### src/rtl/ad_ip_jesd204_tpl_profile_seq.sv
// JESD TPL profile-switch sequencer: drains the datapath under reset, swaps the
// active profile, settles, releases and waits for link lock (up_clk domain).
module ad_ip_jesd204_tpl_profile_seq #(
    parameter int NUM_PROFILES   = 1,
    parameter int DRAIN_CYCLES   = 16,
    parameter int SETTLE_CYCLES  = 64,
    parameter int TIMEOUT_CYCLES = 1024,
    localparam int PSEL_W        = $clog2(NUM_PROFILES) + 1
) (
    input  logic              up_clk,
    input  logic              up_rst,
    input  logic              req_valid,
    input  logic [PSEL_W-1:0] req_profile,
    output logic              req_ready,
    input  logic              link_ready,
    input  logic              err_clr,
    output logic              datapath_rst,
    output logic [PSEL_W-1:0] up_profile_sel,
    output logic              busy,
    output logic              done,
    output logic              err_timeout,
    output logic              err_range
);

    localparam int MAX_DS = (DRAIN_CYCLES > SETTLE_CYCLES) ? DRAIN_CYCLES : SETTLE_CYCLES;
    localparam int MAX_C  = (MAX_DS > TIMEOUT_CYCLES) ? MAX_DS : TIMEOUT_CYCLES;
    localparam int CNT_W  = $clog2(MAX_C) + 1;

    typedef enum logic [2:0] {
        S_IDLE, S_DRAIN, S_SWITCH, S_SETTLE, S_RELEASE, S_DONE
    } state_t;

    state_t              r_state, w_next;
    logic [CNT_W-1:0]    r_cnt, w_cnt_nxt;
    logic [PSEL_W-1:0]   r_tgt, r_sel;
    logic                r_por, r_rst, r_busy, r_req_ready, r_done, r_err_to, r_err_rg;
    logic                w_hs, w_oor, w_load_tgt, w_set_rg, w_set_to;

    assign w_hs  = req_valid & r_req_ready;
    assign w_oor = (req_profile >= PSEL_W'(NUM_PROFILES));

    always_comb begin
        w_next     = r_state;
        w_cnt_nxt  = (r_cnt != '0) ? r_cnt - CNT_W'(1) : '0;
        w_load_tgt = 1'b0;
        w_set_rg   = 1'b0;
        w_set_to   = 1'b0;
        case (r_state)
            S_IDLE: begin
                // First cycle out of reset runs the power-on settle/release for profile 0
                if (r_por) begin
                    w_next    = S_SETTLE;
                    w_cnt_nxt = CNT_W'(SETTLE_CYCLES - 1);
                end else if (w_hs) begin
                    if (w_oor) begin
                        w_set_rg = 1'b1;
                    end else if (req_profile == r_sel) begin
                        w_next = S_DONE;
                    end else begin
                        w_next     = S_DRAIN;
                        w_cnt_nxt  = CNT_W'(DRAIN_CYCLES - 1);
                        w_load_tgt = 1'b1;
                    end
                end
            end
            S_DRAIN:   if (r_cnt == '0) w_next = S_SWITCH;
            S_SWITCH: begin
                w_next    = S_SETTLE;
                w_cnt_nxt = CNT_W'(SETTLE_CYCLES - 1);
            end
            S_SETTLE: begin
                if (r_cnt == '0) begin
                    w_next    = S_RELEASE;
                    w_cnt_nxt = CNT_W'(TIMEOUT_CYCLES - 1);
                end
            end
            S_RELEASE: begin
                if (link_ready) begin
                    w_next = S_DONE;
                end else if (r_cnt == '0) begin
                    w_next   = S_IDLE;
                    w_set_to = 1'b1;
                end
            end
            S_DONE:    w_next = S_IDLE;
            default:   w_next = S_IDLE;
        endcase
    end

    always_ff @(posedge up_clk or posedge up_rst) begin
        if (up_rst) begin
            r_state     <= S_IDLE;
            r_cnt       <= '0;
            r_tgt       <= '0;
            r_sel       <= '0;
            r_por       <= 1'b1;
            r_rst       <= 1'b1;
            r_busy      <= 1'b0;
            r_req_ready <= 1'b0;
            r_done      <= 1'b0;
            r_err_to    <= 1'b0;
            r_err_rg    <= 1'b0;
        end else begin
            r_state     <= w_next;
            r_cnt       <= w_cnt_nxt;
            r_por       <= 1'b0;
            if (w_load_tgt) r_tgt <= req_profile;
            if (r_state == S_SWITCH) r_sel <= r_tgt;
            r_rst       <= (w_next == S_DRAIN) || (w_next == S_SWITCH) || (w_next == S_SETTLE);
            r_busy      <= (w_next != S_IDLE);
            r_req_ready <= (w_next == S_IDLE);
            r_done      <= (r_state == S_DONE);
            // Sticky flags: a new error in the same cycle as err_clr is kept
            if (w_set_to)     r_err_to <= 1'b1;
            else if (err_clr) r_err_to <= 1'b0;
            if (w_set_rg)     r_err_rg <= 1'b1;
            else if (err_clr) r_err_rg <= 1'b0;
        end
    end

    assign req_ready      = r_req_ready;
    assign datapath_rst   = r_rst;
    assign up_profile_sel = r_sel;
    assign busy           = r_busy;
    assign done           = r_done;
    assign err_timeout    = r_err_to;
    assign err_range      = r_err_rg;

endmodule

### config.mk
export PLATFORM = sky130hd
export DESIGN_NAME = ad_ip_jesd204_tpl_profile_seq
export DESIGN_NICKNAME = d
export VERILOG_FILES = /design/src/rtl/ad_ip_jesd204_tpl_profile_seq.sv
export SDC_FILE = /design/constraint.sdc
export NUM_CORES = 1
export LEC_CHECK = 0
export CAP_MARGIN = 10
export CORE_MARGIN = 5
export CORE_UTILIZATION = 30
export CTS_CLUSTER_SIZE = 30
export DETAILED_ROUTE_END_ITERATION = 7
export PLACE_DENSITY = 0.52
export SLEW_MARGIN = 40
export SYNTH_ARGS = -nofsm -noshare
export SYNTH_HDL_FRONTEND = slang
export SYNTH_SLANG_ARGS = --single-unit
### constraint.sdc
create_clock -name up_clk -period 3.09 [get_ports up_clk]
set_input_delay 0.309 -clock up_clk [delete_from_list [all_inputs] [get_ports up_clk]]
set_output_delay 0.309 -clock up_clk [all_outputs]
set_load 0.01 [all_outputs]
==> flow_summary.yaml, run 1 <==
cts:
  root_buffer: "clkbuf_8"
  clock_path_buffers: 2
  cts_max_level: 1
  clock_latency_ns: 0.26
  postCtsResizedCells: 0
  cts_tree: "yes"
  cts_hold_buf: 0
  clkSinkCount: 23
  cts_made_buffers: 3
  path_clk_slew_ns: 0.08
  cts_setup_buffers: 0
power_and_ir_drop:
  power.density_nw_per_um2: 356
  power_leakage_uw: 0.000607
  irDropWorstVdd_mv: 0.263
layout:
  finalNetCount: 143
  instances_no_fill: 183
  regArea_um2: 578
  drive_above_1_share_pct: 9.77
  fill_cells: 391
  syn_to_final_growth_pct: 17.0
  multiInputGateArea_um2: 578
  diodes: 0
  utilization_pct: 35.9
  final_area_um2: 1410
worst_setup_path:
  cp-start-kind: "flop"
  r2r_setup_slack_ns: 1.11
  cp-end-kind: "flop"
  cp_max_fo: 8
  worstSetupPathType: "flop to flop"
  rr_startpoint: "r_cnt[4]$_DFF_PP0_"
  arrival_ns: 2.11
  crit_chain: "nor4_4, and4b_1, nor2_1, o21ai_1, a311oi_1"
  critPathMaxStageDelay_ns: 0.52
  critPathSlowestCell: "and4b_1"
  timing.rr.end: "r_cnt[8]$_DFF_PP0_"
  rr_worst_depth: 5
  crit_required_ns: 3.22
sta:
  final_max_slew_viol_count: 0
  finalSetupTns_ns: 0
  period_minus_slack_ns: 1.98
  final-hold-violation-count: 0
  max_freq_mhz: 505
  post-route-period-util_pct: 64.1
  setup_viol: 0
  finalClockSkew_ns: 0.00193
  rsz0062_at_grt: "no"
synthesis:
  postSynthCellCount: 120
  ys_seq_area_share_pct: 47.8
  syn_area_um2: 1210
  async_flop_share_pct: 100
  synth_top_area_cell: "dfrtp_1"
  syn-num-nets: 129
  ys_ff_latch: 23
  yosysWarnings: 0
  synth_most_common_cell: "dfrtp_1"
  syn_area_per_cell_um2: 10.1
  synth_edf_count: 0
  netlist.area_leader.share_pct: 43.5
  synthTopCellsByCount: "dfrtp_1, nand2_1, nor2_1, o21ai_0, inv_1"
  synthTopCellsByArea: "dfrtp_1, dfstp_2, nand2_1, xnor2_1, o21ai_0"
  ys_types: 43
  synth_ff_type: "dfrtp_1"
routing:
  num_vias: 903
  wl_per_cell_um: 13.1
  drc: 0
  final_antenna_net_count: 0
  dr.pass1.iters: 4
  wl_mm: 2.40
  drt_iter0_drc: 42
  routed_via_density: 4.93
floorplan:
  die_width_um: 73.5
  die_area_um2: 5400
  std_cell_rows: 23
  die_h_um: 73.5
  pin_count: 13
  initial_core_util_pct: 30.7
  core_area_um2: 3940
global_route:
  grt_pass1_wl_mm: 4.20
  grt_pass1_vias: 914
  grt_max_degree: 24
  antenna_found_initial: 0
  grt_use_total_pct: 9.90
  overflow: 0
placed_design:
  dp.cells: 179
  hpwl_mm: 1.78
  place_area_um2: 1370
  gp_congestion: 0.817
  numPortBuffers: 12
hold_path:
  hold_class: "primary input to async pin"
run_status:
  status: "complete, no violations"
flow_run:
  maxCapViolations: 0
-- flip-flops by register name (all words and copies together), names as in the netlist --
signal / count
up_profile_sel: 1
r_tgt: 1
err_range: 1
req_ready: 1
busy: 1
datapath_rst: 1
r_cnt: 11
done: 1
r_por: 1
err_timeout: 1
r_state: 3
-- cell usage in the layout, fill, tap and decap left out, types with 2 or more instances in the layout --
| cell | netlist | layout |
|---|---|---|
| dfrtp_1 | 21 | 21 |
| inv_1 | 8 | 7 |
| nand2b_1 | 3 | 3 |
| clkbuf_8 | 0 | 3 |
| o21ai_0 | 9 | 9 |
| a21oi_1 | 5 | 5 |
| xnor2_1 | 6 | 6 |
| nand3_1 | 2 | 2 |
| ha_1 | 3 | 3 |
| nand2_1 | 14 | 14 |
| nor3_1 | 6 | 6 |
| nor2_1 | 9 | 9 |
| dfstp_2 | 2 | 2 |
| clkdlybuf4s50_1 | 0 | 12 |
| o21a_1 | 2 | 2 |
-- worst max-delay path: cells and delay by family (launching register included) --
kind	cells	cell delay, ns
flops	1	0.46
simple gates	3	1.04
compound gates	2	0.34
-- area by class of cell --
| class | count | area share, % |
|---|---|---|
| Multi-Input combinational cell | 86 | 40.9 |
| Clock buffer | 4 | 3.19 |
| Timing Repair Buffer | 12 | 8.50 |
| Sequential cell | 23 | 40.9 |
| Tap cell | 50 | 4.42 |
| Inverter | 8 | 2.12 |
-- report_power, final --
group	internal [uW]	switching, uW
Combinational	7.63	10.3
Clock	91.9	90.8
Sequential	302	0.888
-- metrics by stage --
step	worst slack (ns)	hold slack, ns	total power [uW]
floorplan	1.49	0.309	317
global placement	0.946	0.493	327
detailed placement	0.877	0.487	328
CTS	1.11	0.402	516
global route	0.961	0.430	532
finish	1.11	0.384	503
-- cells by family (layout without fill, tap and decap cells) --
family                   after synthesis  after routing  synth area share [%]
XOR/XNOR                               7              7                  5.07
multiplexers                           1              1                 0.932
AND/OR/NAND/NOR                       45             45                  20.7
flip-flops                            23             23                  47.8
adder cells (fa/ha/maj)                3              3                  3.11
AO/OA/AOI/OAI                         29             29                  17.7
buffers and inverters                 11             24                  4.35
other                                  1              1                 0.310
-- per-layer routing --
metal,share of wire (%),vias up,global-route usage [%]
li1,-,446,-
met1,50,426,13.3
met2,45,29,15.6
met3,4.5,2,3.42
met4,0.54,0,1.81
met5,0,-,0
-- worst max-delay path by stage --
stage                             from             endpoint  slack [ns]  cells after the start
global placement           req_profile   r_cnt[8]$_DFF_PP0_        0.95                      8
global route               req_profile   r_cnt[6]$_DFF_PP0_        0.96                      8
detailed placement         req_profile   r_cnt[8]$_DFF_PP0_        0.88                      8
finish              r_cnt[4]$_DFF_PP0_   r_cnt[8]$_DFF_PP0_        1.11                      5
floorplan           r_cnt[4]$_DFF_PP0_  req_ready$_DFF_PP0_        1.49                      6
CTS                 r_cnt[4]$_DFF_PP0_   r_cnt[8]$_DFF_PP0_        1.11                      5
Power figures use the tool's default switching activity.
==> run 2: changes to the inputs <==
--- a/config.mk
+++ b/config.mk
@@ -10,7 +10,7 @@
 export CORE_UTILIZATION = 30
 export CTS_CLUSTER_SIZE = 30
 export DETAILED_ROUTE_END_ITERATION = 7
-export PLACE_DENSITY = 0.52
+export PLACE_DENSITY = 0.53
 export SLEW_MARGIN = 40
 export SYNTH_ARGS = -nofsm -noshare
 export SYNTH_HDL_FRONTEND = slang
==> constraint.sdc (replaced) <==
create_clock -name up_clk -period 1.75 [get_ports up_clk]
set_input_delay 0.175 -clock up_clk [delete_from_list [all_inputs] [get_ports up_clk]]
set_output_delay 0.175 -clock up_clk [all_outputs]
set_load 0.01 [all_outputs]
==> flow_summary.yaml, run 2 (synthesis results as in run 1) <==
power_and_ir_drop:
  power_leakage_uw: 0.000690
  power.total_uw: 912
  power.density_nw_per_um2: 585
  irDropWorstVdd_mv: 0.362
layout:
  reg_top3: "r_cnt x11, r_state x3"
  mostFrequentLayoutCells: "dfrtp_1, buf_4, nand2_1"
  fill_cells: 389
  regArea_um2: 578
  instances_no_fill: 199
  largest_reg_flops: 11
  drive_above_1_share_pct: 21.5
  finalNetCount: 159
  regMostFlops: "r_cnt"
  multiInputGateArea_um2: 601
  diodes: 0
  utilization_pct: 39.5
  syn_to_final_growth_pct: 28.9
  layout_commonest_cell: "dfrtp_1"
sta:
  max_freq_mhz: 608
  final-hold-violation-count: 0
  period_minus_slack_ns: 1.65
  setup_viol: 0
  finalClockSkew_ns: 0.00650
  post-route-period-util_pct: 94.0
  final_max_slew_viol_count: 0
  finalSetupTns_ns: 0
  timing.hold.ws_ns: 0.237
worst_setup_path:
  crit_chain: "nor4_4, and4b_1, buf_4, a31oi_4, a21oi_4, nor2b_2"
  rr_worst_depth: 6
  critPathSlowestCell: "dfrtp_1"
  cp-start-kind: "flop"
  crit_required_ns: 1.96
  critPathMaxStageDelay_ns: 0.41
  cp-end-kind: "flop"
  worstSetupPathType: "flop to flop"
  rr_startpoint: "r_cnt[4]$_DFF_PP0_"
  r2r_setup_slack_ns: 0.10
  arrival_ns: 1.86
  timing.rr.end: "req_ready$_DFF_PP0_"
  cp_max_fo: 8
placed_design:
  hpwl_mm: 1.98
  numPortBuffers: 12
  gp_congestion: 0.771
  dp.cells: 194
run_status:
  status: "complete, no violations"
global_route:
  grt_max_degree: 24
  overflow: 0
  grt_use_total_pct: 10.4
  grt_pass1_vias: 937
  antenna_found_initial: 0
  grt_pass1_wl_mm: 4.34
cts:
  cts_made_buffers: 3
  root_buffer: "clkbuf_8"
  cts_tree: "yes"
  clock_path_buffers: 2
  clkSinkCount: 23
  clock_latency_ns: 0.27
  cts_max_level: 1
  path_clk_slew_ns: 0.09
floorplan:
  die_width_um: 73.5
  die_area_um2: 5400
  core_area_um2: 3940
  die_h_um: 73.5
  pin_count: 13
  initial_core_util_pct: 30.7
  std_cell_rows: 23
routing:
  drt_iter0_drc: 43
  final_antenna_net_count: 0
  met1Wirelength_mm: 1.27
  wl_per_cell_um: 13.0
  routed-wl-met2_mm: 1.17
  routed_via_density: 4.71
  num_vias: 938
  dr.pass1.iters: 3
  wl_met3_um: 105
  routed.top_layer: "met4"
  wl_mm: 2.58
  drc: 0
flow_run:
  maxCapViolations: 0
hold_path:
  hold_class: "primary input to async pin"
run 2: worst max-delay path by stage:
stage                            start             endpoint  slack (ns)
floorplan           r_cnt[4]$_DFF_PP0_  req_ready$_DFF_PP0_        0.15
global placement           req_profile   r_cnt[8]$_DFF_PP0_       -0.16
detailed placement         req_profile   r_cnt[8]$_DFF_PP0_       -0.24
CTS                 r_cnt[4]$_DFF_PP0_   r_cnt[8]$_DFF_PP0_        0.05
global route        r_cnt[4]$_DFF_PP0_   r_cnt[3]$_DFF_PP0_       -0.01
finish              r_cnt[4]$_DFF_PP0_  req_ready$_DFF_PP0_        0.10
run 2: metal layers:
layer	vias up	GRT usage, %
met5	-	0
met4	0	3.22
met3	7	3.42
met2	16	16.1
met1	435	13.6
li1	480	-
run 2: metrics by stage:
stage                     setup WS [ns]  instance area [um2]
after floorplan                   0.151                 1210
after global placement           -0.156                 1480
after detailed placement         -0.241                 1480
after CTS                        0.0492                 1530
after global routing            -0.0149                 1560
final                             0.104                 1560
run 2: layout make-up:
class	count	area share (%)
clock buffers	3	2.65
clock inverters	1	0.321
inverters	8	1.93
multi-input cells	86	38.6
flip-flops and latches	23	37.1
well taps	50	4.02
repair buffers	28	15.4
run 2: timing repair:
item / CTS / global route
buffers inserted: 0 / 1
gates resized for setup: 0 / 5
hold buffers: 0 / 0
setup endpoints to repair: 0 / 11
run 2: worst max-delay path: cells and delay by family, from the launching register on:
kind	cells	cell delay, ns
AOI/OAI and AO/OA	2	0.30
buffers and inverters	1	0.17
DFF	1	0.41
and+or+nand+nor	3	0.71
run 2: report_power, final:
group | switching, uW | leakage [uW] | internal [uW]
Combinational | 19.8 | 0.000374 | 19.0
Sequential | 1.82 | 0.000290 | 533
Clock | 178 | 0.0000255 | 159
==> run 3: changes to the inputs <==
--- a/config.mk
+++ b/config.mk
@@ -7,10 +7,11 @@
 export LEC_CHECK = 0
 export CAP_MARGIN = 10
 export CORE_MARGIN = 5
-export CORE_UTILIZATION = 30
+export CORE_UTILIZATION = 35
 export CTS_CLUSTER_SIZE = 30
 export DETAILED_ROUTE_END_ITERATION = 7
-export PLACE_DENSITY = 0.53
+export DONT_BUFFER_PORTS = 1
+export PLACE_DENSITY = 0.55
 export SLEW_MARGIN = 40
 export SYNTH_ARGS = -nofsm -noshare
 export SYNTH_HDL_FRONTEND = slang
==> flow_summary.yaml, run 3 (synthesis results as in run 1) <==
run_status:
  status: "complete, no violations"
floorplan:
  die_area_um2: 4730
  std_cell_rows: 21
  pin_count: 13
  die_h_um: 68.8
  die_width_um: 68.8
  initial_core_util_pct: 36.2
  core_area_um2: 3340
routing:
  wl_per_cell_um: 13.5
  routed_via_density: 4.94
  drt_iter0_drc: 20
  drc: 0
  num_vias: 895
  wl_mm: 2.45
  final_antenna_net_count: 0
  dr.pass1.iters: 4
power_and_ir_drop:
  power_leakage_uw: 0.000629
  power.density_nw_per_um2: 578
  irDropWorstVdd_mv: 0.477
layout:
  mostFrequentLayoutCells: "dfrtp_1, nand2_1, buf_4"
  syn_to_final_growth_pct: 16.9
  finalNetCount: 145
  reg_top3: "r_cnt x11, r_state x3"
  instances_no_fill: 181
  utilization_pct: 42.3
  regMostFlops: "r_cnt"
  layout_commonest_cell: "dfrtp_1"
  final_area_um2: 1410
  largest_reg_flops: 11
  drive_above_1_share_pct: 22.2
  diodes: 0
worst_setup_path:
  cp-end-kind: "flop"
  cp-start-kind: "flop"
  crit_required_ns: 2.01
  rr_worst_depth: 6
  crit_chain: "nor4_4, and4b_1, buf_6, a31oi_4, a21oi_4, nor2b_2"
  critPathSlowestCell: "dfrtp_1"
  cp_max_fo: 4
  critPathMaxStageDelay_ns: 0.43
  worstSetupPathType: "flop to flop"
  arrival_ns: 1.93
global_route:
  grt_pass1_vias: 900
  use_met2_pct: 20.1
  use_met1_pct: 13.8
  grt_pass1_wl_mm: 4.08
  grt_use_total_pct: 11.5
  grt_busiest_layer: "met2"
  grt_util_met3_pct: 2.76
  overflow: 0
  antenna_found_initial: 0
  grt_max_degree: 24
cts:
  clock_path_buffers: 2
  cts_made_buffers: 3
  cts_max_level: 1
  root_buffer: "clkbuf_4"
  clock_latency_ns: 0.31
  cts_tree: "yes"
  path_clk_slew_ns: 0.14
  clkSinkCount: 23
placed_design:
  gp_congestion: 0.819
  hpwl_mm: 1.82
  pre_cts_ws_ns: 0.0423
  place_area_um2: 1310
  numPortBuffers: 0
  dp.cells: 172
sta:
  layout_setup_ws_ns: 0.0753
  setup_viol: 0
  final_max_slew_viol_count: 0
  post-route-period-util_pct: 95.7
  final-hold-violation-count: 0
  max_freq_mhz: 597
  tightestPinTransition_ns: 0.524
  finalClockSkew_ns: 0.00414
  period_minus_slack_ns: 1.67
  slew_headroom_pct: 65.1
  timing.hold.ws_ns: 0.0585
hold_path:
  hold_class: "primary input to flop"
  min_path_cells: 2
flow_run:
  maxCapViolations: 0
run 3: final timing paths:
kind / from / endpoint / slack, ns
max in group asynchronous: up_rst / datapath_rst$_DFF_PP1_ / 1.15
worst min-delay path: req_profile / r_tgt$_DFFE_PP0P_ / 0.06
worst max register to register: r_cnt[10]$_DFF_PP0_ / req_ready$_DFF_PP0_ / 0.08
min in group asynchronous: up_rst / r_cnt[8]$_DFF_PP0_ / 0.32
worst max-delay path: r_cnt[10]$_DFF_PP0_ / req_ready$_DFF_PP0_ / 0.08
worst min register to register: r_tgt$_DFFE_PP0P_ / r_tgt$_DFFE_PP0P_ / 0.50
run 3: power by group:
group | switching, uW | internal (uW)
clock network | 171 | 85.4
registers | 1.68 | 534
logic | 15.6 | 8.40
run 3: worst max-delay path: cells and delay by family (launching register included):
kind	cells	cell delay [ns]
DFF	1	0.43
buffers and inverters	1	0.14
and+or+nand+nor	3	0.76
AOI/OAI and AO/OA	2	0.28
run 3: metrics by stage:
step | power, uW | TNS, ns
floorplan | 560 | 0
global placement | 567 | 0
detailed placement | 567 | 0
CTS | 818 | 0
global route | 850 | -0.00196
finish | 816 | 0
run 3: per-layer routing:
metal	share of wire (%)	routed length (um)
met4	1.0	25
met2	48	1180
met5	0	0
met3	5.4	132
met1	45	1110
run 3: layout make-up:
cell class / instances / area (um2)
repair buffers: 14 / 114
fillers: 333 / 1920
well taps: 46 / 57.6
multi-input cells: 86 / 603
clock inverters: 1 / 5.00
clock buffers: 3 / 22.5
flip-flops and latches: 23 / 581
inverters: 8 / 30.0
run 3: timing repair:
item | CTS | global route
hold buffers | 2 | 0
gates resized for setup | 1 | 7
setup buffers | 0 | 3
pin swaps | 0 | 4
hold endpoints to repair | 22 | 0
setup endpoints to repair | 3 | 8
